**config.mk**
```make
export PLATFORM = sky130hd
export DESIGN_NAME = mmio_port_bank
export DESIGN_NICKNAME = d
export VERILOG_FILES = /design/src/rtl/mmio_port_bank_pkg.sv /design/src/rtl/mmio_port_bank_chg_detect.sv /design/src/rtl/mmio_port_bank.sv
export SDC_FILE = /design/constraint.sdc
export NUM_CORES = 1
export LEC_CHECK = 0
export ABC_AREA = 1
export CAP_MARGIN = 20
export CORE_ASPECT_RATIO = 1.2
export CORE_UTILIZATION = 28
export DETAILED_ROUTE_END_ITERATION = 12
export GPL_TIMING_DRIVEN = 0
export PLACE_DENSITY = 0.49
export SYNTH_ARGS = -nofsm -noshare
export SYNTH_HDL_FRONTEND = slang
export SYNTH_SLANG_ARGS = --single-unit
```
**constraint.sdc**
```tcl
create_clock -name clk -period 8 [get_ports clk]
set_input_delay 0.8 -clock clk [delete_from_list [all_inputs] [get_ports clk]]
set_output_delay 0.8 -clock clk [all_outputs]
set_load 0.03 [all_outputs]
```
**src/rtl/mmio_port_bank_pkg.sv**
```systemverilog
// Shared defaults and address-map helpers for the MMIO port bank.
// Memory-side decoders import the same package so both views of the map agree.
package mmio_port_bank_pkg;

    localparam int DEF_ADDR_W  = 8;
    localparam int DEF_DATA_W  = 8;
    localparam int DEF_N_PORTS = 16;
    localparam int MAX_PORTS   = 16;

    localparam logic [7:0] DEF_OUT_BASE = 8'hE0;
    localparam logic [7:0] DEF_IN_BASE  = 8'hF0;
    localparam logic [7:0] DEF_CHG_BASE = 8'hD0;

    // Cycles after reset before input changes may raise a flag.
    localparam int WARM_CYCLES = 2;

    typedef enum logic [1:0] {
        REG_NONE,
        REG_OUT,
        REG_IN,
        REG_CHG
    } region_e;

    function automatic logic addr_match(input logic [31:0] addr,
                                        input logic [31:0] base,
                                        input int          idx);
        return addr == base + 32'(idx);
    endfunction

    function automatic logic ranges_overlap(input logic [31:0] a,
                                            input logic [31:0] b,
                                            input int          n);
        return (a < b + 32'(n)) && (b < a + 32'(n));
    endfunction

endpackage

```
**src/rtl/mmio_port_bank_chg_detect.sv**
```systemverilog
// One input lane: two-stage input capture plus a sticky change flag.
// A set and a clear in the same cycle leave the flag set.
module mmio_chg_detect
    import mmio_port_bank_pkg::*;
#(
    parameter int DATA_W = DEF_DATA_W
) (
    input  logic              clk,
    input  logic              reset,
    input  logic [DATA_W-1:0] pin,
    input  logic              set_en,
    input  logic              clr,
    output logic [DATA_W-1:0] in_q,
    output logic              flag
);

    logic [DATA_W-1:0] in_prev;

    always_ff @(posedge clk) begin
        if (reset) begin
            in_q    <= '0;
            in_prev <= '0;
            flag    <= 1'b0;
        end else begin
            in_q    <= pin;
            in_prev <= in_q;
            if (set_en && (in_q != in_prev)) begin
                flag <= 1'b1;
            end else if (clr) begin
                flag <= 1'b0;
            end
        end
    end

endmodule

```
**src/rtl/mmio_port_bank.sv**
```systemverilog
// Parametrised memory-mapped I/O port bank with per-input change flags.
// Optional interrupt request enabled by defining MMIO_IRQ_EN.
module mmio_port_bank
    import mmio_port_bank_pkg::*;
#(
    parameter int                ADDR_W   = DEF_ADDR_W,
    parameter int                DATA_W   = DEF_DATA_W,
    parameter int                N_PORTS  = DEF_N_PORTS,
    parameter logic [ADDR_W-1:0] OUT_BASE = ADDR_W'(DEF_OUT_BASE),
    parameter logic [ADDR_W-1:0] IN_BASE  = ADDR_W'(DEF_IN_BASE),
    parameter logic [ADDR_W-1:0] CHG_BASE = ADDR_W'(DEF_CHG_BASE)
) (
    input  logic                      clk,
    input  logic                      reset,
    input  logic [ADDR_W-1:0]         address,
    input  logic [DATA_W-1:0]         data_in,
    input  logic                      write,
    input  logic [N_PORTS*DATA_W-1:0] port_in,
    output logic [N_PORTS*DATA_W-1:0] port_out,
    output logic [DATA_W-1:0]         data_out,
    output logic                      rd_hit,
    output logic                      irq
);

    if (N_PORTS < 1 || N_PORTS > MAX_PORTS) begin : g_bad_n_ports
        $error("mmio_port_bank: N_PORTS must be 1..16");
    end
    if (ranges_overlap(32'(OUT_BASE), 32'(IN_BASE), N_PORTS) ||
        ranges_overlap(32'(OUT_BASE), 32'(CHG_BASE), N_PORTS) ||
        ranges_overlap(32'(IN_BASE), 32'(CHG_BASE), N_PORTS)) begin : g_bad_map
        $error("mmio_port_bank: OUT/IN/CHG address ranges overlap");
    end

    logic [DATA_W-1:0]  port_out_r [N_PORTS];
    logic [DATA_W-1:0]  in_q       [N_PORTS];
    logic [N_PORTS-1:0] flag;
    logic [N_PORTS-1:0] out_sel;
    logic [N_PORTS-1:0] in_sel;
    logic [N_PORTS-1:0] chg_sel;
    logic [1:0]         warm;
    region_e            region;
    logic [DATA_W-1:0]  rd_data_p0;
    logic [DATA_W-1:0]  data_out_p1;
    logic               rd_hit_p1;

    // Stage p0: address decode and read mux over current state.
    always_comb begin
        out_sel = '0;
        in_sel  = '0;
        chg_sel = '0;
        for (int i = 0; i < N_PORTS; i++) begin
            out_sel[i] = addr_match(32'(address), 32'(OUT_BASE), i);
            in_sel[i]  = addr_match(32'(address), 32'(IN_BASE), i);
            chg_sel[i] = addr_match(32'(address), 32'(CHG_BASE), i);
        end
    end

    always_comb begin
        region = REG_NONE;
        if (|out_sel) begin
            region = REG_OUT;
        end else if (|in_sel) begin
            region = REG_IN;
        end else if (|chg_sel) begin
            region = REG_CHG;
        end
    end

    always_comb begin
        rd_data_p0 = '0;
        for (int i = 0; i < N_PORTS; i++) begin
            case (region)
                REG_OUT: if (out_sel[i]) rd_data_p0 = port_out_r[i];
                REG_IN:  if (in_sel[i])  rd_data_p0 = in_q[i];
                REG_CHG: if (chg_sel[i]) rd_data_p0 = DATA_W'(flag[i]);
                default: ;
            endcase
        end
    end

    // Stage p1: registered read data and output ports.
    always_ff @(posedge clk) begin
        if (reset) begin
            data_out_p1 <= '0;
            rd_hit_p1   <= 1'b0;
        end else begin
            data_out_p1 <= rd_data_p0;
            rd_hit_p1   <= (region != REG_NONE);
        end
    end

    always_ff @(posedge clk) begin
        for (int i = 0; i < N_PORTS; i++) begin
            if (reset) begin
                port_out_r[i] <= '0;
            end else if (write && out_sel[i]) begin
                port_out_r[i] <= data_in;
            end
        end
    end

    always_ff @(posedge clk) begin
        if (reset) begin
            warm <= 2'(WARM_CYCLES);
        end else if (warm != 2'd0) begin
            warm <= warm - 2'd1;
        end
    end

    for (genvar g = 0; g < N_PORTS; g++) begin : g_lane
        mmio_chg_detect #(
            .DATA_W(DATA_W)
        ) u_chg (
            .clk   (clk),
            .reset (reset),
            .pin   (port_in[g*DATA_W +: DATA_W]),
            .set_en(warm == 2'd0),
            .clr   (write && chg_sel[g]),
            .in_q  (in_q[g]),
            .flag  (flag[g])
        );
        assign port_out[g*DATA_W +: DATA_W] = port_out_r[g];
    end

    assign data_out = data_out_p1;
    assign rd_hit   = rd_hit_p1;

`ifdef MMIO_IRQ_EN
    logic irq_p1;

    always_ff @(posedge clk) begin
        if (reset) begin
            irq_p1 <= 1'b0;
        end else begin
            irq_p1 <= |flag;
        end
    end

    assign irq = irq_p1;
`else
    assign irq = 1'b0;
`endif

endmodule
```
==> out/qor.yml <==
run:
  maxCapViolations: 0
cells_and_area:
  drive_above_1_share_pct: 8.69
  multi_input_area_um2: 5880
  fill_cells: 6219
  seqCellArea_um2: 9510
  syn_to_final_growth_pct: 32.1
  nets: 2426
  final_common_cell: "nor2_1"
  layout_common_cells: "427 x nor2_1, 298 x inv_1, 283 x dfxtp_1, 283 x clkdlybuf4s50_1, 171 x nand2_1"
  finish.instance_area_um2: 22300
die:
  die_y_um: 271
  rows: 98
  design.core.area_um2: 59600
  die_w_um: 226
  initial_utilization_pct: 28.4
  die-area_um2: 61300
  num_io_pins: 285
yosys:
  synth-edff-count: 128
  synth_area_um2: 16900
  yosys.area_share.simple_pct: 21.7
  ys_seq_area_share_pct: 56.3
  ys_seq_elements: 411
  synthAdderAreaFrac_pct: 0.0741
  synth.area.mux_share_pct: 0
  synth_nets: 2084
  synth_warnings: 0
  ys.flop_type: "dfxtp_1"
  async_flop_share_pct: 0
  ys_types: 54
  synth_compound_area_share_pct: 8.62
  synth_cells: 1936
  synth_top_family_by_area: "simple AND/OR/NAND/NOR gates"
  synth_area_per_cell_um2: 8.73
  synthXorXnorAreaFrac_pct: 4.35
clock_tree:
  clkLatencyLatePin_ns: 0.58
  cts_root_buffer: "clkbuf_16"
  cts_buffer_depth: 3
  cts_setup_buffers: 0
  cts_made_buffers: 44
  htree_levels: 2
  cts.repair.resized: 0
  tritoncts: "built"
  clk_pin_slew_worst_paths_ns: 0.06
  hold_buffers: 0
  cts_sinks: 411
min_path:
  min_delay_path_depth: 2
  min_path_type: "flop to flop"
route:
  drc_errors: 0
  wl_um: 66900
  antenna_left: 0
  viasPerCell: 4.70
  wl_per_cell_um: 21.5
  via_count: 14600
  met3_length_um: 4600
  highest-signal-layer: "met4"
  drt_iter0_drc: 1140
  drt-met1-wl_um: 27800
  dr.pass1.iters: 6
  routed-wl-met2_um: 32400
sta:
  fin_crit_ns: 3.86
  max_freq_mhz: 259
  setup_tns_ns: 0
  tightest_slew_ns: 1.06
  finalMaxSlewViolations: 0
  hold_viol: 0
  grt_setup_unrepaired: "no"
  maxSlewHeadroom_pct: 29.3
  fin_skew_ns: 0.0219
  setup_violations: 0
  period_share_pct: 48.3
worst_setup_path:
  cp.arrival_ns: 4.29
  crit_chain: "clkdlybuf4s50_1, inv_2, nand2_2, nor2_2, buf_2, nand3_2, o21ai_1, nor3_2, o221ai_1, nand2_1, o211ai_1, nor2_1, nand3b_1, a21oi_1, nand3b_1, nand2_1, nand3_1, nand2_1, a21oi_1"
  critical_path_required_ns: 8.42
  crit_type: "input pin to flop"
  slowest_stage: "clkdlybuf4s50_1"
  ff2ff_path_depth: 14
  crit_path_end_kind: "flop"
  startpoint_type: "input pin"
  crit_top_cell: "nand2_1"
  path_max_fanout: 10
  cpPeakStageDelay_ns: 0.53
placed_design:
  dp_hpwl_um: 52300
  place_congestion: 0.925
  io_buffers: 283
  placed_area_um2: 20800
grt:
  antenna_found_initial: 1
  grt_overflow_total: 0
  grt_pass1_vias: 14400
  grt_max_degree: 15
  grt_usage_pct: 21.5
  grt_pass1_wl_um: 94500
power:
  p_total_uw: 5080
  power_density_nw_per_um2: 228
  peakVddDrop_uv: 130
  p_leak_uw: 0.00906
run_status:
  status: "completed"
## per-layer routing
metal	vias to the layer above	track usage (%)
met5	-	0
met4	0	7.38
met3	105	3.97
met2	579	36.3
met1	7028	27.1
li1	6908	-
## worst max-delay path: cells and delay by family
family          cells  cell delay [ns]
compound gates      5             0.97
buf+inv             3             0.80
simple gates       11             1.69
## state kept, by name, indices dropped and copies added, names as in the netlist
name                  flops
g_lane.u_chg.in_prev    128
warm                      2
data_out                  8
g_lane.u_chg.flag        16
port_out_r              128
g_lane.u_chg.in_q       128
rd_hit                    1
## layout make-up
cell class | instances | share of cell area, %
buffer | 71 | 1.38
inverter | 318 | 5.37
sequential | 411 | 42.6
antenna | 1 | 0.0112
tap | 800 | 4.49
clock inverter | 22 | 1.26
clock buffer | 58 | 5.49
timing repair buffer | 296 | 13.0
multi-input combinational | 1136 | 26.3
## path summary, 6_finish.rpt
kind	from	slack, ns	end
hold reg to reg	g_lane[7].u_chg.in_q[1]	0.46	g_lane[7].u_chg.in_prev[1]
setup reg to reg	port_out_r[0][4]	4.86	data_out[4]
setup / recovery	address[1]	4.14	data_out[4]
hold / removal	g_lane[7].u_chg.in_q[1]	0.46	g_lane[7].u_chg.in_prev[1]
## metrics by stage
stage / setup WS [ns] / hold slack (ns) / utilization [%] / std cells
finish: 4.14 / 0.457 / 37.4 / 3113
global route: 3.96 / 0.479 / 37.4 / 3113
CTS: 4.09 / 0.458 / 37.4 / 3105
detailed placement: 3.48 / 0.450 / 34.8 / 3025
global placement: 3.50 / 0.442 / 34.8 / 3019
floorplan: 4.89 / 0.428 / - / 1936
## power by group
group | internal, uW | switching (uW) | total, uW
Combinational | 230 | 353 | 583
Sequential | 2270 | 88.3 | 2360
Clock | 1270 | 861 | 2140
## cells in the mapped netlist (15+ instances only)
cell      number  share of area (%)
a21oi_1       36                1.1
a22o_1        15               0.78
clkbuf_1      53                1.2
dfxtp_1      283                 34
edfxtp_1     128                 23
inv_1        298                6.6
inv_2         16               0.36
nand2_1      171                3.8
nand3_1      103                3.1
nand4_1       43                1.6
nor2_1       427                9.5
o21ai_0       22               0.65
o21ai_1       23               0.68
o22ai_1       42                1.6
o31ai_1       16               0.71
or2_2         40                1.5
xnor2_1       76                3.9
## kinds of logic after synthesis
| logic type | count (synthesis) |
|---|---|
| AOI/OAI and AO/OA | 218 |
| xor gates and xnor gates | 84 |
| adders and majority gates | 1 |
| buffers and inverters | 389 |
| DFF | 411 |
| other | 1 |
| and+or+nand+nor | 832 |
No activity file was read; power rests on OpenSTA's default activity.
